File: src/rtl/fitbit_pkg.sv
// Shared widths, limits and debounce state encoding for the step-rate monitor.
package fitbit_pkg;

    localparam int unsigned TOTAL_W   = 14;
    localparam int unsigned TOTAL_MAX = 9999;
    localparam int unsigned WIN_W     = 8;
    localparam int unsigned WIN_MAX   = 255;
    localparam int unsigned HIGH_W    = 16;
    localparam int unsigned HIGH_INC  = 2;

    typedef enum logic [1:0] {
        DB_LOW       = 2'd0,
        DB_RISE_WAIT = 2'd1,
        DB_HIGH      = 2'd2,
        DB_FALL_WAIT = 2'd3
    } db_state_e;

endpackage

File: src/rtl/step_debounce.sv
// Synchronizes and debounces the raw step level; emits one strobe per accepted rising level.
module step_debounce
    import fitbit_pkg::*;
#(
    parameter int unsigned DEBOUNCE_CYCLES = 1000000
) (
    input  logic fastclk,
    input  logic reset_n,
    input  logic i_step_raw,
    output logic o_step_strobe
);

    localparam int unsigned CNT_W = (DEBOUNCE_CYCLES > 1) ? $clog2(DEBOUNCE_CYCLES) : 1;
    localparam logic [CNT_W-1:0] CNT_LAST = CNT_W'(DEBOUNCE_CYCLES - 1);

    logic [1:0]       r_sync;
    db_state_e        r_state;
    db_state_e        w_state_nxt;
    logic [CNT_W-1:0] r_cnt;
    logic [CNT_W-1:0] w_cnt_nxt;
    logic             r_strobe;
    logic             w_strobe_nxt;
    logic             w_sync;

    assign w_sync        = r_sync[1];
    assign o_step_strobe = r_strobe;

    always_ff @(posedge fastclk or negedge reset_n) begin
        if (!reset_n) begin
            r_sync   <= 2'b00;
            r_state  <= DB_LOW;
            r_cnt    <= '0;
            r_strobe <= 1'b0;
        end else begin
            r_sync   <= {r_sync[0], i_step_raw};
            r_state  <= w_state_nxt;
            r_cnt    <= w_cnt_nxt;
            r_strobe <= w_strobe_nxt;
        end
    end

    // Counter tracks consecutive stable cycles while waiting in either *_WAIT state
    always_comb begin
        w_state_nxt  = r_state;
        w_cnt_nxt    = '0;
        w_strobe_nxt = 1'b0;
        case (r_state)
            DB_LOW: begin
                if (w_sync) w_state_nxt = DB_RISE_WAIT;
            end
            DB_RISE_WAIT: begin
                if (!w_sync) begin
                    w_state_nxt = DB_LOW;
                end else if (r_cnt == CNT_LAST) begin
                    w_state_nxt  = DB_HIGH;
                    w_strobe_nxt = 1'b1;
                end else begin
                    w_cnt_nxt = r_cnt + CNT_W'(1);
                end
            end
            DB_HIGH: begin
                if (!w_sync) w_state_nxt = DB_FALL_WAIT;
            end
            DB_FALL_WAIT: begin
                if (w_sync) begin
                    w_state_nxt = DB_HIGH;
                end else if (r_cnt == CNT_LAST) begin
                    w_state_nxt = DB_LOW;
                end else begin
                    w_cnt_nxt = r_cnt + CNT_W'(1);
                end
            end
            default: w_state_nxt = DB_LOW;
        endcase
    end

endmodule

File: src/rtl/step_rate_monitor.sv
// Step counter with 2 s activity windows: running total, per-window count and high-activity seconds.
module step_rate_monitor
    import fitbit_pkg::*;
#(
    parameter int unsigned DEBOUNCE_CYCLES = 1000000,
    parameter int unsigned HIGH_THRESH     = 64
) (
    input  logic               fastclk,
    input  logic               reset_n,
    input  logic               slowclk,
    input  logic               step_raw,
    output logic [TOTAL_W-1:0] total_steps,
    output logic [WIN_W-1:0]   window_steps,
    output logic               window_valid,
    output logic [HIGH_W-1:0]  high_secs
);

    logic               w_step_strobe;
    logic               w_boundary;
    logic               r_slow_q;
    logic               r_slow_d;
    logic [1:0]         r_primed;
    logic [TOTAL_W-1:0] r_total_steps;
    logic [TOTAL_W-1:0] w_total_nxt;
    logic [WIN_W-1:0]   r_acc;
    logic [WIN_W-1:0]   w_acc_nxt;
    logic [WIN_W-1:0]   r_window_steps;
    logic [WIN_W-1:0]   w_win_nxt;
    logic               r_window_valid;
    logic               w_valid_nxt;
    logic [HIGH_W-1:0]  r_high_secs;
    logic [HIGH_W-1:0]  w_high_nxt;
    logic [HIGH_W:0]    w_high_sum;

    step_debounce #(
        .DEBOUNCE_CYCLES (DEBOUNCE_CYCLES)
    ) u_debounce (
        .fastclk       (fastclk),
        .reset_n       (reset_n),
        .i_step_raw    (step_raw),
        .o_step_strobe (w_step_strobe)
    );

    // Boundary is held off until both history flops carry real samples, so a
    // slowclk already high at reset release is not mistaken for a rising edge.
    assign w_boundary = r_primed[1] & r_slow_q & ~r_slow_d;
    assign w_high_sum = (HIGH_W + 1)'(r_high_secs) + (HIGH_W + 1)'(HIGH_INC);

    always_comb begin
        w_total_nxt = r_total_steps;
        w_acc_nxt   = r_acc;
        w_win_nxt   = r_window_steps;
        w_valid_nxt = 1'b0;
        w_high_nxt  = r_high_secs;
        if (w_step_strobe && (r_total_steps != TOTAL_W'(TOTAL_MAX))) begin
            w_total_nxt = r_total_steps + TOTAL_W'(1);
        end
        if (w_boundary) begin
            w_win_nxt   = r_acc;
            w_valid_nxt = 1'b1;
            w_acc_nxt   = w_step_strobe ? WIN_W'(1) : '0;
            if (32'(r_acc) >= HIGH_THRESH) begin
                w_high_nxt = w_high_sum[HIGH_W] ? '1 : w_high_sum[HIGH_W-1:0];
            end
        end else if (w_step_strobe && (r_acc != WIN_W'(WIN_MAX))) begin
            w_acc_nxt = r_acc + WIN_W'(1);
        end
    end

    always_ff @(posedge fastclk or negedge reset_n) begin
        if (!reset_n) begin
            r_slow_q       <= 1'b0;
            r_slow_d       <= 1'b0;
            r_primed       <= 2'b00;
            r_total_steps  <= '0;
            r_acc          <= '0;
            r_window_steps <= '0;
            r_window_valid <= 1'b0;
            r_high_secs    <= '0;
        end else begin
            r_slow_q       <= slowclk;
            r_slow_d       <= r_slow_q;
            r_primed       <= {r_primed[0], 1'b1};
            r_total_steps  <= w_total_nxt;
            r_acc          <= w_acc_nxt;
            r_window_steps <= w_win_nxt;
            r_window_valid <= w_valid_nxt;
            r_high_secs    <= w_high_nxt;
        end
    end

    assign total_steps  = r_total_steps;
    assign window_steps = r_window_steps;
    assign window_valid = r_window_valid;
    assign high_secs    = r_high_secs;

endmodule
File: config.mk
export PLATFORM = sky130hd
export DESIGN_NAME = step_rate_monitor
export DESIGN_NICKNAME = d
export VERILOG_FILES = /design/src/rtl/fitbit_pkg.sv /design/src/rtl/step_debounce.sv /design/src/rtl/step_rate_monitor.sv
export SDC_FILE = /design/constraint.sdc
export NUM_CORES = 1
export LEC_CHECK = 0
export ABC_AREA = 1
export CAP_MARGIN = 0
export CORE_MARGIN = 5
export CORE_UTILIZATION = 37
export DETAILED_ROUTE_END_ITERATION = 8
export GPL_TIMING_DRIVEN = 0
export HOLD_SLACK_MARGIN = 0.12
export PLACE_DENSITY_LB_ADDON = 0.05
export SLEW_MARGIN = 20
export SYNTH_ARGS = -nofsm -noshare
export SYNTH_HDL_FRONTEND = slang
export SYNTH_SLANG_ARGS = --single-unit
File: constraint.sdc
create_clock -name fastclk -period 2.38 [get_ports fastclk]
set_input_delay 0.476 -clock fastclk [delete_from_list [all_inputs] [get_ports fastclk]]
set_output_delay 0.476 -clock fastclk [all_outputs]
set_load 0.005 [all_outputs]
==> metrics.md, run 1 <==
| Metric | Value |
|---|---|
| Outcome | completed |
| Clock Skews | 0.00780 ns |
| # diodes | 0 |
| Mapped cell area | 0.00401 mm^2 |
| Grt total ovfl | 0 |
| Critical path depth | 1 |
| Min-delay worst type | reg2reg |
| Fraction of layout cells with a size suffix above 1 | 9.54% |
| Buffers plus inverters on the worst setup path | 1 |
| FMAX | 0.545 GHz |
| Initial DRC count | 162 |
| Cts bufs inserted | 9 |
| Slowest stage cell, crit path | clkdlybuf4s50_1 |
| Initial Utilization | 37.3% |
| #FFs+latches synth | 76 |
| # port buffers | 42 |
| Routed length per instance | 11.8 um |
| Crit-path max FO | 6 |
| Nature of the critical path startpoint | flip-flop |
| Yosys warning total | 0 |
| Min Tclk post-route | 1.84 ns |
| Drt drc | 0 |
| Layout Cells excl Fill | 706 |
| Via count | 3249 |
| Detail Route Antenna Nets | 0 |
| Worst setup path endpoint | total_steps[5] |
| Critical Path Source | total_steps[5] |
| First-pass GRT wire length | 14.7 mm |
| Vias in the first global route | 3215 |
| Clock Latency Late Sink | 0.35 ns |
| Worst Slack Setup Final | 0.544 ns |
| Critical Path AT | 1.36 ns |
| Num ports | 43 |
| Chip width | 114 um |
| Cts hold-fix bufs | 1 |
| Area Growth Syn to Fin | 20.8% |
| Pwr/cell area | 504 mW/mm^2 |
| Slew Limit Fails | 0 |
| Placed Cells incl. Taps | 690 |
| Post-synth net total | 515 |
| Crit path max-delay family | buffers and inverters |
| Vias per cell | 4.60 |
| Placer Congestion | 0.815 |
| CP Capture Type | primary output |
| Worst slack, placed | 0.766 ns |
| Synthesized area per cell | 7.91 um^2 |
| Crit path required time | 1.90 ns |
| Final worst-path cycle share | 77.2% |
| Max-Cap Viols | 0 |
| Post-detail-place hpwl | 6.16 mm |
| Final nets | 570 |
| Chip height | 114 um |
| RR Startpoint | u_debounce.r_cnt[0] |
| Aggregate routed wire length | 8.31 mm |
| Area of the multi-input gates | 0.00185 mm^2 |
| Sequential area share after synthesis | 47.4% |
| Final Hold Vio Count | 0 |
| Full die area | 0.0130 mm^2 |
| Root buffer cell | clkbuf_8 |
| Post-cts resize count | 0 |
| Core area | 0.0107 mm^2 |
| Initial antenna violation count | 0 |
| Largest stage delay on the critical path | 0.54 ns |
| Reg-to-reg setup timing slack | 0.80 ns |
| Max VDD drop | 0.280 mV |
| RSZ-0062 raised after global routing | no |
| # fillers | 1108 |
| CTS tree | built |
| Static leakage power | 2.20 nW |
| First-pass iteration count of the detailed router | 4 |
| Register area | 0.00190 mm^2 |
| Total Routing Usage GR | 13.9% |
| Critical path class | reg2out |
| Largest net degree at the start of global routing | 43 |
| Setup Viol. Count Final | 0 |
| RR Endpoint | u_debounce.r_cnt[16] |
| H-tree levels | 3 |
| Cells along the critical path | clkdlybuf4s50_1 |
| Post-CTS setup buffers | 0 |
| Num rows | 38 |
| CTS sink cnt | 76 |
| Distinct cells, synth | 31 |
| CTS Buffer Depth | 2 |
| R2R depth | 7 |
| Mapped Cells | 507 |
| Reg clk slew, reported paths | 0.08 ns |
[cell families (layout without fill, tap and decap cells)]
group | count (synthesis) | after routing | synth area share (%)
AND/OR/NAND/NOR | 304 | 304 | 35.0
flip-flops | 76 | 76 | 47.4
buffers and inverters | 66 | 125 | 6.55
AO/OA/AOI/OAI | 30 | 30 | 4.08
XOR/XNOR | 26 | 26 | 5.68
adder cells (fa/ha/maj) | 4 | 4 | 1.25
other | 1 | 1 | 0.0935
[worst min-delay path by stage]
stage                 from  depth (start not counted)                    endpoint  slack, ns
2_1_floorplan      reset_n                          0  asynchronous set/reset pin       0.18
3_3_place_gp   r_primed[0]                          0                 r_primed[1]       0.33
3_5_place_dp   r_primed[0]                          0                 r_primed[1]       0.33
4_1_cts        r_primed[0]                          0                 r_primed[1]       0.35
5_1_grt        r_primed[0]                          0                 r_primed[1]       0.36
6_report       r_primed[0]                          0                 r_primed[1]       0.35
[layout make-up]
cell class	count	share of cell area [%]
tap	140	3.61
sequential	76	39.2
clock buffer	9	2.55
timing repair buffer	44	9.24
buffer	5	0.671
clock inverter	6	1.83
inverter	61	4.75
multi-input combinational	365	38.1
[flip-flops by register name (all words and copies together), names as in the netlist, named ones only]
name / flops
r_primed: 2
u_debounce.r_cnt: 20
total_steps: 14
u_debounce.r_sync: 2
r_acc: 8
r_slow_q: 1
window_valid: 1
u_debounce.r_state: 1
r_slow_d: 1
high_secs: 16
u_debounce.o_step_strobe: 1
window_steps: 8
[synth_stat cells (all sizes together)]
| cell type | count | share of area [%] |
|---|---|---|
| nand2 | 156 | 16 |
| ha | 4 | 1.2 |
| nand3 | 38 | 5.2 |
| o21a | 2 | 0.37 |
| nor3 | 4 | 0.50 |
| nand3b | 2 | 0.37 |
| xnor2 | 5 | 1.1 |
| nand4 | 18 | 3.0 |
| o21bai | 2 | 0.37 |
| buf | 5 | 0.81 |
| xor2 | 21 | 4.6 |
| dfrtp | 76 | 47 |
| clkinv | 1 | 0.12 |
| a21oi | 5 | 0.62 |
| inv | 60 | 5.6 |
| conb | 1 | 0.093 |
| nor2 | 86 | 10 |
| o211ai | 1 | 0.19 |
| a31oi | 1 | 0.16 |
| o21ai | 19 | 2.4 |
[power by group]
group | internal [mW] | switching, mW | leakage [nW]
logic | 0.0182 | 0.0446 | 1.05
clock network | 0.586 | 0.492 | 0.102
registers | 1.30 | 0.00668 | 1.04
[cell usage in the layout, fill, tap and decap left out, types with 2 or more instances in the layout]
cell type	n
clkdlybuf4s50_1	41
a21oi_1	5
inv_1	57
o21ai_0	16
nor2_2	7
xnor2_1	5
ha_1	4
nand3b_1	2
nand2_1	144
buf_2	2
o21ai_1	3
o21bai_1	2
clkinvlp_4	2
inv_2	3
bufinv_16	2
nor2_8	3
clkbuf_8	9
buf_4	4
clkinv_2	2
nor3_1	4
nand3_1	36
nand2_2	11
o21a_1	2
nor2_4	3
nand4_1	17
xor2_1	21
dfrtp_1	76
nor2_1	73
[through the flow]
step           hold WS [ns]  setup TNS, ns  util [%]  area [um^2]  total power [mW]
4_1_cts               0.354              0      45.1         4850              2.50
3_5_place_dp          0.335              0      43.0         4630              1.40
3_3_place_gp          0.333        -154.14      42.9         4610              1.39
5_1_grt               0.361              0      45.1         4850              2.56
6_report              0.352              0      45.1         4850              2.45
2_1_floorplan         0.180              0         -         4010              1.35
[metal layers]
| metal | track usage, % | part of all wire [%] |
|---|---|---|
| met3 | 3.59 | 3.7 |
| met1 | 18.5 | 50 |
| met2 | 22.1 | 45 |
| met5 | 0 | 0 |
| met4 | 4.75 | 1.5 |
No activity file was read; power rests on OpenSTA's default activity.
==> run 2, diff against run 1 <==
clock period = 1.8 ns   (was 2.38 ns; I/O delays follow)
==> metrics.md, run 2 (synthesis results as in run 1) <==
| Metric | Value |
|---|---|
| First-pass iteration count of the detailed router | 4 (unchanged) |
| Buffers plus inverters on the worst setup path | 1 (unchanged) |
| Commonest non-fill, non-tap cell in the layout | nand2_1 |
| Max VDD drop | 0.370 mV (+32%) |
| Final worst-path cycle share | 95.4% |
| Post-placement cell area | 0.00463 mm^2 (unchanged) |
| FMAX | 0.583 GHz |
| Crit path required time | 1.44 ns (-0.46 ns) |
| Slowest stage cell, crit path | clkdlybuf4s50_1 |
| Area Growth Syn to Fin | 20.9% (about the same) |
| Worst Slack Setup Final | 0.0835 ns (-0.460 ns) |
| Num rows | 38 (unchanged) |
| Area of the multi-input gates | 0.00185 mm^2 (unchanged) |
| # fillers | 1107 (-0.090%) |
| Critical Path AT | 1.36 ns (about the same) |
| Max-Cap Viols | 0 (unchanged) |
| Post-detail-place hpwl | 6.16 mm (unchanged) |
| Most frequent cells in the layout | nand2_1 (144), dfrtp_1 (75), nor2_1 (73) |
| Detail Route Antenna Nets | 0 (unchanged) |
| Largest net degree at the start of global routing | 43 (unchanged) |
| Setup Viol. Count Final | 0 (unchanged) |
| Vias in the first global route | 3215 (unchanged) |
| Power, Total | 3.23 mW (+32%) |
| Placer Congestion | 0.815 (unchanged) |
| Total Routing Usage GR | 13.9% (unchanged) |
| Top reg by flops | u_debounce.r_cnt |
| CP Capture Type | primary output |
| Static leakage power | 2.20 nW (about the same) |
| Drt drc | 0 (unchanged) |
| CTS Buffer Depth | 2 (unchanged) |
| # diodes | 0 (unchanged) |
| Placed Cells incl. Taps | 690 (unchanged) |
| Post-CTS setup buffers | 0 (unchanged) |
| Clock Latency Late Sink | 0.35 ns (about the same) |
| Aggregate routed wire length | 8.31 mm (unchanged) |
| Outcome | completed |
| # port buffers | 42 (unchanged) |
| CTS tree | built |
| CTS sink cnt | 76 (unchanged) |
| Min-delay worst type | reg2reg |
| Largest stage delay on the critical path | 0.54 ns (about the same) |
| Grt total ovfl | 0 (unchanged) |
| Pwr/cell area | 667 mW/mm^2 (+32%) |
| Register area | 0.00190 mm^2 (about the same) |
| Worst slack, placed | 0.186 ns (-0.580 ns) |
| Num ports | 43 (unchanged) |
| Layout Cells excl Fill | 706 (unchanged) |
| Initial Utilization | 37.3% (unchanged) |
| Min Tclk post-route | 1.72 ns |
| Root buffer cell | clkbuf_8 |
| Via count | 3249 (unchanged) |
| Chip height | 114 um (unchanged) |
| Critical path class | reg2out |
| Max FFs per register | 20 (unchanged) |
| Cts bufs inserted | 9 (unchanged) |
| Total negative setup slack | 0 ns (unchanged) |
| Fin area | 0.00485 mm^2 (about the same) |
| Final nets | 570 (unchanged) |
| Final Hold Vio Count | 0 (unchanged) |
| Chip width | 114 um (unchanged) |
| First-pass GRT wire length | 14.7 mm (unchanged) |
| Nature of the critical path startpoint | flip-flop |
| Full die area | 0.0130 mm^2 (unchanged) |
| Clock Skews | 0.00780 ns (unchanged) |
| H-tree levels | 3 (unchanged) |
| Fraction of layout cells with a size suffix above 1 | 9.72% (+0.18 points) |
| Vias per cell | 4.60 (unchanged) |
| Core area | 0.0107 mm^2 (unchanged) |
| RSZ-0062 raised after global routing | no |
| Reg clk slew, reported paths | 0.08 ns (about the same) |
| Routed length per instance | 11.8 um (unchanged) |
| Cells along the critical path | clkdlybuf4s50_1 |
| Crit-path max FO | 6 (unchanged) |
| Initial DRC count | 162 (unchanged) |
| Slew Limit Fails | 0 (unchanged) |
| Crit path max-delay family | buffers and inverters |
| Initial antenna violation count | 0 (unchanged) |
==> run 2: worst register-to-register path: stages, from the launching register on <==
cell	delay, ns
dfrtp_1	0.44
ha_1	0.23
nand3_1	0.22
nor2_1	0.16
nand3_1	0.07
nand2_1	0.09
buf_4	0.19
nor2_1	0.07
==> run 2: area by class of cell <==
type	count	share of cell area [%]
clock inverters	6	1.83
inverters	61	4.75
plain buffers	5	0.671
multi-input cells	365	38.1
repair buffers	44	9.24
clock buffers	9	2.55
well taps	140	3.61
flip-flops and latches	76	39.2
==> run 2: repair_timing <==
action | in CTS | in global routing
endpoints found under the setup margin | 0 | 1
hold buffers | 1 | 0
gates resized for setup | 0 | 1
endpoints found under the hold margin | 34 | 0
==> run 2: per-layer routing <==
metal	GRT usage (%)	up-vias	part of all wire (%)
met1	18.5	1503	50
met5	0	-	0
met4	4.75	0	1.5
li1	-	1698	-
met3	3.59	10	3.7
met2	22.1	38	45
==> run 2: final timing paths <==
check / cells past startpoint / endpoint / slack [ns] / startpoint
max in group asynchronous: 3 / u_debounce.r_cnt[0] / 0.72 / reset_n
max: 1 / total_steps[9] / 0.08 / total_steps[9]
min in group asynchronous: 2 / total_steps[11] / 0.48 / reset_n
max reg2reg: 7 / u_debounce.r_cnt[16] / 0.22 / u_debounce.r_cnt[0]
min reg2reg: 0 / r_primed[1] / 0.35 / r_primed[0]
min: 0 / r_primed[1] / 0.35 / r_primed[0]
==> run 2: stage by stage <==
step	utilization, %	hold WS [ns]
final	45.1	0.352
after global routing	45.1	0.361
after CTS	45.1	0.354
after detailed placement	43.0	0.335
after global placement	42.9	0.333
after floorplan	-	0.0644
==> run 2: report_power, final <==
part           total [mW]  internal [mW]  switching [mW]
clock                1.42          0.775           0.650
sequential           1.73           1.72         0.00884
combinational      0.0830         0.0240          0.0589
total                3.23           2.51           0.718
